### src/rtl/membus_arbiter_2to1_if.sv
// membus_arbiter_2to1_if: one membus link (request + in-order response).
//   valid/ready/addr/wen/wdata : request channel, master -> slave
//   rvalid/rdata               : response channel, slave -> master
// Modports: master (issues requests), slave (serves requests).
interface membus_arbiter_2to1_if #(
  parameter int unsigned ADDR_WIDTH = 20,
  parameter int unsigned DATA_WIDTH = 32
);
  logic                  valid;
  logic                  ready;
  logic [ADDR_WIDTH-1:0] addr;
  logic                  wen;
  logic [DATA_WIDTH-1:0] wdata;
  logic                  rvalid;
  logic [DATA_WIDTH-1:0] rdata;

  modport master (
    output valid, addr, wen, wdata,
    input  ready, rvalid, rdata
  );

  modport slave (
    input  valid, addr, wen, wdata,
    output ready, rvalid, rdata
  );
endinterface

### src/rtl/membus_arbiter_2to1.sv
// membus_arbiter_2to1: two membus masters (I = fetch, D = load/store) sharing one
// memory slave. One request is forwarded per cycle; an in-order owner queue remembers
// which master issued each accepted request so responses are routed back.
//
// Ports:
//   clk    : clock, all state on rising edge
//   rst    : asynchronous active-low reset
//   i_bus  : slave side of master I link
//   d_bus  : slave side of master D link
//   s_bus  : master side of the memory link
//   busy   : owner queue non-empty
//
// Optional feature: define MEMBUS_ARBITER_ROUND_ROBIN_EN to replace fixed D>I priority
// with a round-robin pointer for contested grants.
module membus_arbiter_2to1 #(
  parameter int unsigned ADDR_WIDTH      = 20,
  parameter int unsigned DATA_WIDTH      = 32,
  parameter int unsigned MAX_OUTSTANDING = 2
) (
  input  logic                  clk,
  input  logic                  rst,
  membus_arbiter_2to1_if.slave  i_bus,
  membus_arbiter_2to1_if.slave  d_bus,
  membus_arbiter_2to1_if.master s_bus,
  output logic                  busy
);

  localparam int unsigned CntW = $clog2(MAX_OUTSTANDING + 1);
  localparam int unsigned PtrW = (MAX_OUTSTANDING > 1) ? $clog2(MAX_OUTSTANDING) : 1;
  localparam logic [CntW-1:0] CntMax  = CntW'(MAX_OUTSTANDING);
  localparam logic [PtrW-1:0] PtrLast = PtrW'(MAX_OUTSTANDING - 1);

  typedef enum logic [1:0] {LockNone, LockI, LockD} lock_e;

  lock_e           lock_q;
  logic            owner_q [MAX_OUTSTANDING];  // 0 = I, 1 = D
  logic [PtrW-1:0] wr_ptr_q;
  logic [PtrW-1:0] rd_ptr_q;
  logic [CntW-1:0] count_q;

  logic full;
  logic empty;
  logic both_valid;
  logic grant_d;
  logic req_valid;
  logic fwd_valid;
  logic fire;
  logic pop;
  logic head_d;

`ifdef MEMBUS_ARBITER_ROUND_ROBIN_EN
  logic prio_d_q;  // 1 = D wins the next contested grant
`endif

  function automatic logic [PtrW-1:0] ptr_inc(input logic [PtrW-1:0] p);
    return (p == PtrLast) ? '0 : p + 1'b1;
  endfunction

  // Fullness uses the registered count only, so a same-cycle pop never frees a slot.
  assign full  = (count_q == CntMax);
  assign empty = (count_q == '0);
  assign busy  = !empty;

  always_comb begin
    both_valid = i_bus.valid && d_bus.valid;
    grant_d    = d_bus.valid;
    unique case (lock_q)
      LockI:   grant_d = 1'b0;
      LockD:   grant_d = 1'b1;
      default: begin
`ifdef MEMBUS_ARBITER_ROUND_ROBIN_EN
        if (both_valid) grant_d = prio_d_q;
`else
        if (both_valid) grant_d = 1'b1;
`endif
      end
    endcase

    req_valid = grant_d ? d_bus.valid : i_bus.valid;
    fwd_valid = req_valid && !full;
    fire      = fwd_valid && s_bus.ready;

    s_bus.valid = fwd_valid;
    s_bus.addr  = grant_d ? d_bus.addr  : i_bus.addr;
    s_bus.wen   = grant_d ? d_bus.wen   : i_bus.wen;
    s_bus.wdata = grant_d ? d_bus.wdata : i_bus.wdata;

    // Ready is only raised to the granted master, and only when its request fires.
    i_bus.ready = fire && !grant_d;
    d_bus.ready = fire && grant_d;
  end

  // Responses with an empty queue are orphans (pre-reset traffic) and are dropped.
  always_comb begin
    pop          = s_bus.rvalid && !empty;
    head_d       = owner_q[rd_ptr_q];
    i_bus.rvalid = pop && !head_d;
    d_bus.rvalid = pop && head_d;
    i_bus.rdata  = s_bus.rdata;
    d_bus.rdata  = s_bus.rdata;
  end

  always_ff @(posedge clk or negedge rst) begin
    if (!rst) begin
      lock_q   <= LockNone;
      wr_ptr_q <= '0;
      rd_ptr_q <= '0;
      count_q  <= '0;
      for (int k = 0; k < MAX_OUTSTANDING; k++) begin
        owner_q[k] <= 1'b0;
      end
    end else begin
      // Lock holds the grant on a stalled request so the memory sees a stable payload.
      if (fire) begin
        lock_q <= LockNone;
      end else if (fwd_valid) begin
        lock_q <= grant_d ? LockD : LockI;
      end

      if (fire) begin
        owner_q[wr_ptr_q] <= grant_d;
        wr_ptr_q          <= ptr_inc(wr_ptr_q);
      end
      if (pop) begin
        rd_ptr_q <= ptr_inc(rd_ptr_q);
      end

      if (fire && !pop) begin
        count_q <= count_q + 1'b1;
      end else if (pop && !fire) begin
        count_q <= count_q - 1'b1;
      end
    end
  end

`ifdef MEMBUS_ARBITER_ROUND_ROBIN_EN
  // Flip after any fire where the other master was also requesting.
  always_ff @(posedge clk or negedge rst) begin
    if (!rst) begin
      prio_d_q <= 1'b1;
    end else if (fire && both_valid) begin
      prio_d_q <= !grant_d;
    end
  end
`endif

`ifndef SYNTHESIS
  lock_hold_i: assert property (@(posedge clk) disable iff (!rst)
    (lock_q == LockI) |-> i_bus.valid)
    else $error("membus_arbiter_2to1: master I dropped valid while locked");

  lock_hold_d: assert property (@(posedge clk) disable iff (!rst)
    (lock_q == LockD) |-> d_bus.valid)
    else $error("membus_arbiter_2to1: master D dropped valid while locked");

  always @(posedge clk) begin
    if (rst && s_bus.rvalid && empty) begin
      $warning("membus_arbiter_2to1: orphan response dropped");
    end
  end
`endif

endmodule

### src/flat_wrapper.sv
// flat-port wrapper written by rule: the top's interface ports become plain ports
module membus_arbiter_2to1_flat 
#(
  parameter int unsigned ADDR_WIDTH      = 20,
  parameter int unsigned DATA_WIDTH      = 32,
  parameter int unsigned MAX_OUTSTANDING = 2
)
  (clk, rst, busy, i_bus_valid, i_bus_addr, i_bus_wen, i_bus_wdata, i_bus_ready, i_bus_rvalid, i_bus_rdata, d_bus_valid, d_bus_addr, d_bus_wen, d_bus_wdata, d_bus_ready, d_bus_rvalid, d_bus_rdata, s_bus_valid, s_bus_addr, s_bus_wen, s_bus_wdata, s_bus_ready, s_bus_rvalid, s_bus_rdata);
  membus_arbiter_2to1_if #(.ADDR_WIDTH(ADDR_WIDTH), .DATA_WIDTH(DATA_WIDTH)) i_bus_i ();
  membus_arbiter_2to1_if #(.ADDR_WIDTH(ADDR_WIDTH), .DATA_WIDTH(DATA_WIDTH)) d_bus_i ();
  membus_arbiter_2to1_if #(.ADDR_WIDTH(ADDR_WIDTH), .DATA_WIDTH(DATA_WIDTH)) s_bus_i ();
  input  logic clk;
  input  logic rst;
  output logic busy;
  input wire logic [$bits(i_bus_i.valid)-1:0] i_bus_valid;
  input wire logic [$bits(i_bus_i.addr)-1:0] i_bus_addr;
  input wire logic [$bits(i_bus_i.wen)-1:0] i_bus_wen;
  input wire logic [$bits(i_bus_i.wdata)-1:0] i_bus_wdata;
  output wire logic [$bits(i_bus_i.ready)-1:0] i_bus_ready;
  output wire logic [$bits(i_bus_i.rvalid)-1:0] i_bus_rvalid;
  output wire logic [$bits(i_bus_i.rdata)-1:0] i_bus_rdata;
  input wire logic [$bits(d_bus_i.valid)-1:0] d_bus_valid;
  input wire logic [$bits(d_bus_i.addr)-1:0] d_bus_addr;
  input wire logic [$bits(d_bus_i.wen)-1:0] d_bus_wen;
  input wire logic [$bits(d_bus_i.wdata)-1:0] d_bus_wdata;
  output wire logic [$bits(d_bus_i.ready)-1:0] d_bus_ready;
  output wire logic [$bits(d_bus_i.rvalid)-1:0] d_bus_rvalid;
  output wire logic [$bits(d_bus_i.rdata)-1:0] d_bus_rdata;
  output wire logic [$bits(s_bus_i.valid)-1:0] s_bus_valid;
  output wire logic [$bits(s_bus_i.addr)-1:0] s_bus_addr;
  output wire logic [$bits(s_bus_i.wen)-1:0] s_bus_wen;
  output wire logic [$bits(s_bus_i.wdata)-1:0] s_bus_wdata;
  input wire logic [$bits(s_bus_i.ready)-1:0] s_bus_ready;
  input wire logic [$bits(s_bus_i.rvalid)-1:0] s_bus_rvalid;
  input wire logic [$bits(s_bus_i.rdata)-1:0] s_bus_rdata;
  assign i_bus_i.valid = i_bus_valid;
  assign i_bus_i.addr = i_bus_addr;
  assign i_bus_i.wen = i_bus_wen;
  assign i_bus_i.wdata = i_bus_wdata;
  assign i_bus_ready = i_bus_i.ready;
  assign i_bus_rvalid = i_bus_i.rvalid;
  assign i_bus_rdata = i_bus_i.rdata;
  assign d_bus_i.valid = d_bus_valid;
  assign d_bus_i.addr = d_bus_addr;
  assign d_bus_i.wen = d_bus_wen;
  assign d_bus_i.wdata = d_bus_wdata;
  assign d_bus_ready = d_bus_i.ready;
  assign d_bus_rvalid = d_bus_i.rvalid;
  assign d_bus_rdata = d_bus_i.rdata;
  assign s_bus_valid = s_bus_i.valid;
  assign s_bus_addr = s_bus_i.addr;
  assign s_bus_wen = s_bus_i.wen;
  assign s_bus_wdata = s_bus_i.wdata;
  assign s_bus_i.ready = s_bus_ready;
  assign s_bus_i.rvalid = s_bus_rvalid;
  assign s_bus_i.rdata = s_bus_rdata;
  membus_arbiter_2to1 #(.ADDR_WIDTH(ADDR_WIDTH), .DATA_WIDTH(DATA_WIDTH), .MAX_OUTSTANDING(MAX_OUTSTANDING)) u_core (.clk(clk), .rst(rst), .i_bus(i_bus_i), .d_bus(d_bus_i), .s_bus(s_bus_i), .busy(busy));
endmodule
### config.mk
export PLATFORM = sky130hd
export DESIGN_NAME = membus_arbiter_2to1_flat
export DESIGN_NICKNAME = d
export VERILOG_FILES = /design/src/rtl/membus_arbiter_2to1_if.sv /design/src/rtl/membus_arbiter_2to1.sv /design/src/flat_wrapper.sv
export SDC_FILE = /design/constraint.sdc
export NUM_CORES = 1
export LEC_CHECK = 0
export CORE_AREA = 2 2 103 105
export CTS_CLUSTER_DIAMETER = 60
export DETAILED_ROUTE_END_ITERATION = 6
export DIE_AREA = 0 0 105 107
export PLACE_DENSITY = 0.71
export REMOVE_ABC_BUFFERS = 1
export SLEW_MARGIN = 20
export SYNTH_ARGS = -nofsm -noshare
export SYNTH_HDL_FRONTEND = slang
export SYNTH_SLANG_ARGS = --single-unit
### constraint.sdc
create_clock -name clk -period 3 [get_ports clk]
set_clock_uncertainty 0.2 [all_clocks]
set_input_delay 0.75 -clock clk [delete_from_list [all_inputs] [get_ports clk]]
set_output_delay 0.75 -clock clk [all_outputs]
set_load 0.005 [all_outputs]
==> metrics list <==
- The first detailed-routing pass ran for 4 iterations.
- After synthesis the netlist holds a flip-flop and latch count of 8.
* Min cycle time layout: ~3.1 ns
- Relative to the synthesized area, the layout overhead comes to 129%.
- The tree is rooted in a sky130_fd_sc_hd__clkbuf_8.
- At the end of routability-driven placement, the weighted congestion stood at ~0.79.
- Power Density: between 700 and 800 mW/mm^2
- RSZ-0062 raised after global routing: yes
* Total vias in the final route: between 1500 and 2000
- Across all setup checks in the final design, the least slack found is -0.0584 ns.
- Setup tns final: -0.434 ns
* DRC marker count from the first detailed-route iteration: between 50 and 60
- GR Overflow Total: 0
- I/O pins: around 270
* Clock latency of the later-clocked register in the worst-skew pair: roughly 0.24 ns
- Tcrit/Tclk final: 1.02
- For the worst setup path, the data required time is 2.05 ns.
* Starting Density: 0.160
- In this run the number of H-tree levels came out at 1.
- Area of the placeable core: just over 0.01 sq mm
* Actual transition at the worst max-transition pin: approximately 0.42 ns
- From bottom edge to top edge, the die measures 107 um.
* Average via count per standard cell: 4.14
- Entering global routing, the biggest net connects 9 pins.
- Max-cap violations in this run came to 0.
- Mean instance size in the synthesized netlist: just over 9 sq um
- Of all nets on the critical path, the largest fanout is 7.
- The library cell used most frequently in the layout, excluding fill and tap cells, is sky130_fd_sc_hd__clkdlybuf4s50_1.
* Pins over their slew limit: 0
* Global-route wire length before repair: between 10000 and 15000 um
* Drt wl/cell: between 20 and 25 um
- Synthesis Warnings: 0
- After detailed routing, the number of remaining DRC violations is 0.
* Number of buffers between clock root and the deepest sink: 2
- At the worst endpoint, the arrival time is about 2.1 ns.
* Startpoint type of the worst setup path: flip-flop
* Critical Path End Type: output port
- The clock drives 8 sinks.
- IR analysis of the VDD net gives a maximum drop of 0.000306 V.
- Final Hold Vio Count: 0
* Portion of the post-synthesis area used by sequential elements: 0.124
- The detailed router used layers up to and including met5.
- The checks that failed: setup timing.
- For this run, the total global-route usage over all layers was measured as 0.167.
- The critical path is of the flip-flop to output port type.
- Number of global-route vias before repair: ~2200
- Total power after layout: 2700 uW
- Synth unique cells: 24
* Initial antenna violation count: 0
- IO Port Bufs: 170
- Setup violations remaining at the end of the flow were counted as 12.
- The floorplan step set the die width to about 110 um.
* Outcome: complete, but fails checks
* Row count: 37
- After clock tree synthesis, the clock-pin slew on the worst setup and hold paths is around 0.040 ns.
* Wire length on met3: about 1700 um
* Die area: between 0.01 and 0.015 sq mm
- The routed design uses 4460 um of met2 wire.
- Final net count: 462
- After legalization and detailed placement, the total HPWL measured 7810 um.
- Netlist area before placement: 0.00162 sq mm
* Diodes inserted: 0
- After detailed routing, the wire length on met1 is between 3000 and 4000 um.
* Leakage: approximately 0.0017 uW
* Commonest non-fill, non-tap cells in the layout: sky130_fd_sc_hd__clkdlybuf4s50_1 (112), sky130_fd_sc_hd__buf_6 (54), sky130_fd_sc_hd__mux2_4 (46), sky130_fd_sc_hd__buf_4 (16), sky130_fd_sc_hd__dfrtp_1 (8)
- In the final layout, the share of cells above drive strength 1 is 0.494.
* Final wirelength: just under 10000 um
* Antenna-violating nets left: 0
- Number of buffers created by CTS: 3
* CTS tree: yes
- The cell count after synthesis came out at around 170.
* Hold-fix buffers, CTS: 0
- For this run, the top clock speed supported by timing is between 300 and 400 MHz.
- Relative slew slack: 0.719
- Hold Crit Class: flip-flop to flip-flop
==> synth_stat cells <==
cell type                   count  area [sq um]
sky130_fd_sc_hd__a2111oi_4      1          27.5
sky130_fd_sc_hd__a211oi_1       1          7.51
sky130_fd_sc_hd__a21oi_1        1          5.00
sky130_fd_sc_hd__and2_1         1          6.26
sky130_fd_sc_hd__and3_1         1          6.26
sky130_fd_sc_hd__buf_2          4          20.0
sky130_fd_sc_hd__buf_4         67           503
sky130_fd_sc_hd__dfrtp_1        8           200
sky130_fd_sc_hd__ha_1           2          25.0
sky130_fd_sc_hd__inv_1          8          30.0
sky130_fd_sc_hd__mux2_2        53           597
sky130_fd_sc_hd__mux2i_1        4          40.0
sky130_fd_sc_hd__nand2_1        3          11.3
sky130_fd_sc_hd__nand2b_1       2          12.5
sky130_fd_sc_hd__nor2_1         4          15.0
sky130_fd_sc_hd__nor2b_1        1          6.26
sky130_fd_sc_hd__o211ai_1       1          7.51
sky130_fd_sc_hd__o21bai_1       2          15.0
sky130_fd_sc_hd__o22a_1         1          8.76
sky130_fd_sc_hd__o22ai_1        1          6.26
sky130_fd_sc_hd__o31ai_1        2          15.0
sky130_fd_sc_hd__or2_2          1          6.26
sky130_fd_sc_hd__xnor2_1        3          26.3
sky130_fd_sc_hd__xor2_1         2          17.5
==> sequential cells by signal (all words and copies together) (netlist names) <==
| register | count |
|---|---|
| u_core.owner_q | 2 |
| u_core.wr_ptr_q | 1 |
| u_core.rd_ptr_q | 1 |
| u_core.lock_q | 2 |
| u_core.count_q | 2 |
==> repair_timing <==
item                       in CTS  in global routing
setup endpoints to repair      56                 54
buffers inserted               16                  2
cloned                          3                  0
resized for setup             313                 34
pin swaps                       4                  1
==> logic make-up after synthesis <==
logic type / synth area share
compound gates: 0.0573
xor+xnor: 0.0271
fa+ha+maj: 0.0155
buf+inv: 0.342
flops: 0.124
mux: 0.394
simple gates: 0.0395
==> metrics by stage <==
step           cell area, sq um  cells   util  hold WS, ns  setup WS [ns]
6_report                   3690    450  0.366        0.289        -0.0584
5_1_grt                    3690    450  0.366        0.302         -0.111
4_1_cts                    3660    452  0.363        0.287         -0.103
3_5_place_dp               3160    430  0.313        0.277         -0.621
3_3_place_gp               3160    430  0.313        0.267         -0.569
2_1_floorplan              1090    103      -        0.247          -2.08
==> layout make-up <==
type                            instances  area (sq um)
Clock buffer                            3          41.3
Fill cell                            1059          6400
Inverter                                8          30.0
Multi-Input combinational cell         87          1070
Sequential cell                         8           200
Tap cell                              136           170
Timing Repair Buffer                  208          2180
==> worst max-delay path: stages, from the launching register on <==
cell and delay (ns):
sky130_fd_sc_hd__dfrtp_1 0.41, sky130_fd_sc_hd__ha_4 0.31, sky130_fd_sc_hd__mux2i_4 0.24, sky130_fd_sc_hd__buf_6 0.14, sky130_fd_sc_hd__buf_12 0.14, sky130_fd_sc_hd__buf_8 0.13, sky130_fd_sc_hd__buf_6 0.09, sky130_fd_sc_hd__mux2_4 0.30
sky130_fd_sc_hd__buf_6 0.12
==> routing by layer <==
metal	up-vias	track usage
met1	856	0.180
li1	807	-
met2	191	0.255
met3	8	0.133
met5	-	0.0857
met4	2	0.0210
==> power by group <==
group | leakage, uW | internal, uW | switching, uW
Sequential | 0.0000928 | 160 | 42.0
Combinational | 0.00160 | 1560 | 799
Clock | 0.0000216 | 87.6 | 49.2
==> worst paths after layout <==
kind,slack [ns],endpoint,depth (start not counted),from
worst max register to register,0.61,u_core.count_q[1]$_DFFE_PN0P_,9,u_core.lock_q[1]$_DFFE_PN0P_
min in group asynchronous,0.62,u_core.owner_q[0]$_DFFE_PN0P_,1,rst
max in group asynchronous,1.69,u_core.lock_q[1]$_DFFE_PN0P_,1,rst
worst min register to register,0.29,u_core.count_q[1]$_DFFE_PN0P_,1,u_core.count_q[1]$_DFFE_PN0P_
worst min-delay path,0.29,u_core.count_q[1]$_DFFE_PN0P_,1,u_core.count_q[1]$_DFFE_PN0P_
worst max-delay path,-0.06,s_bus_wdata[23],8,u_core.lock_q[1]$_DFFE_PN0P_
(Power assumes the default switching activity.)
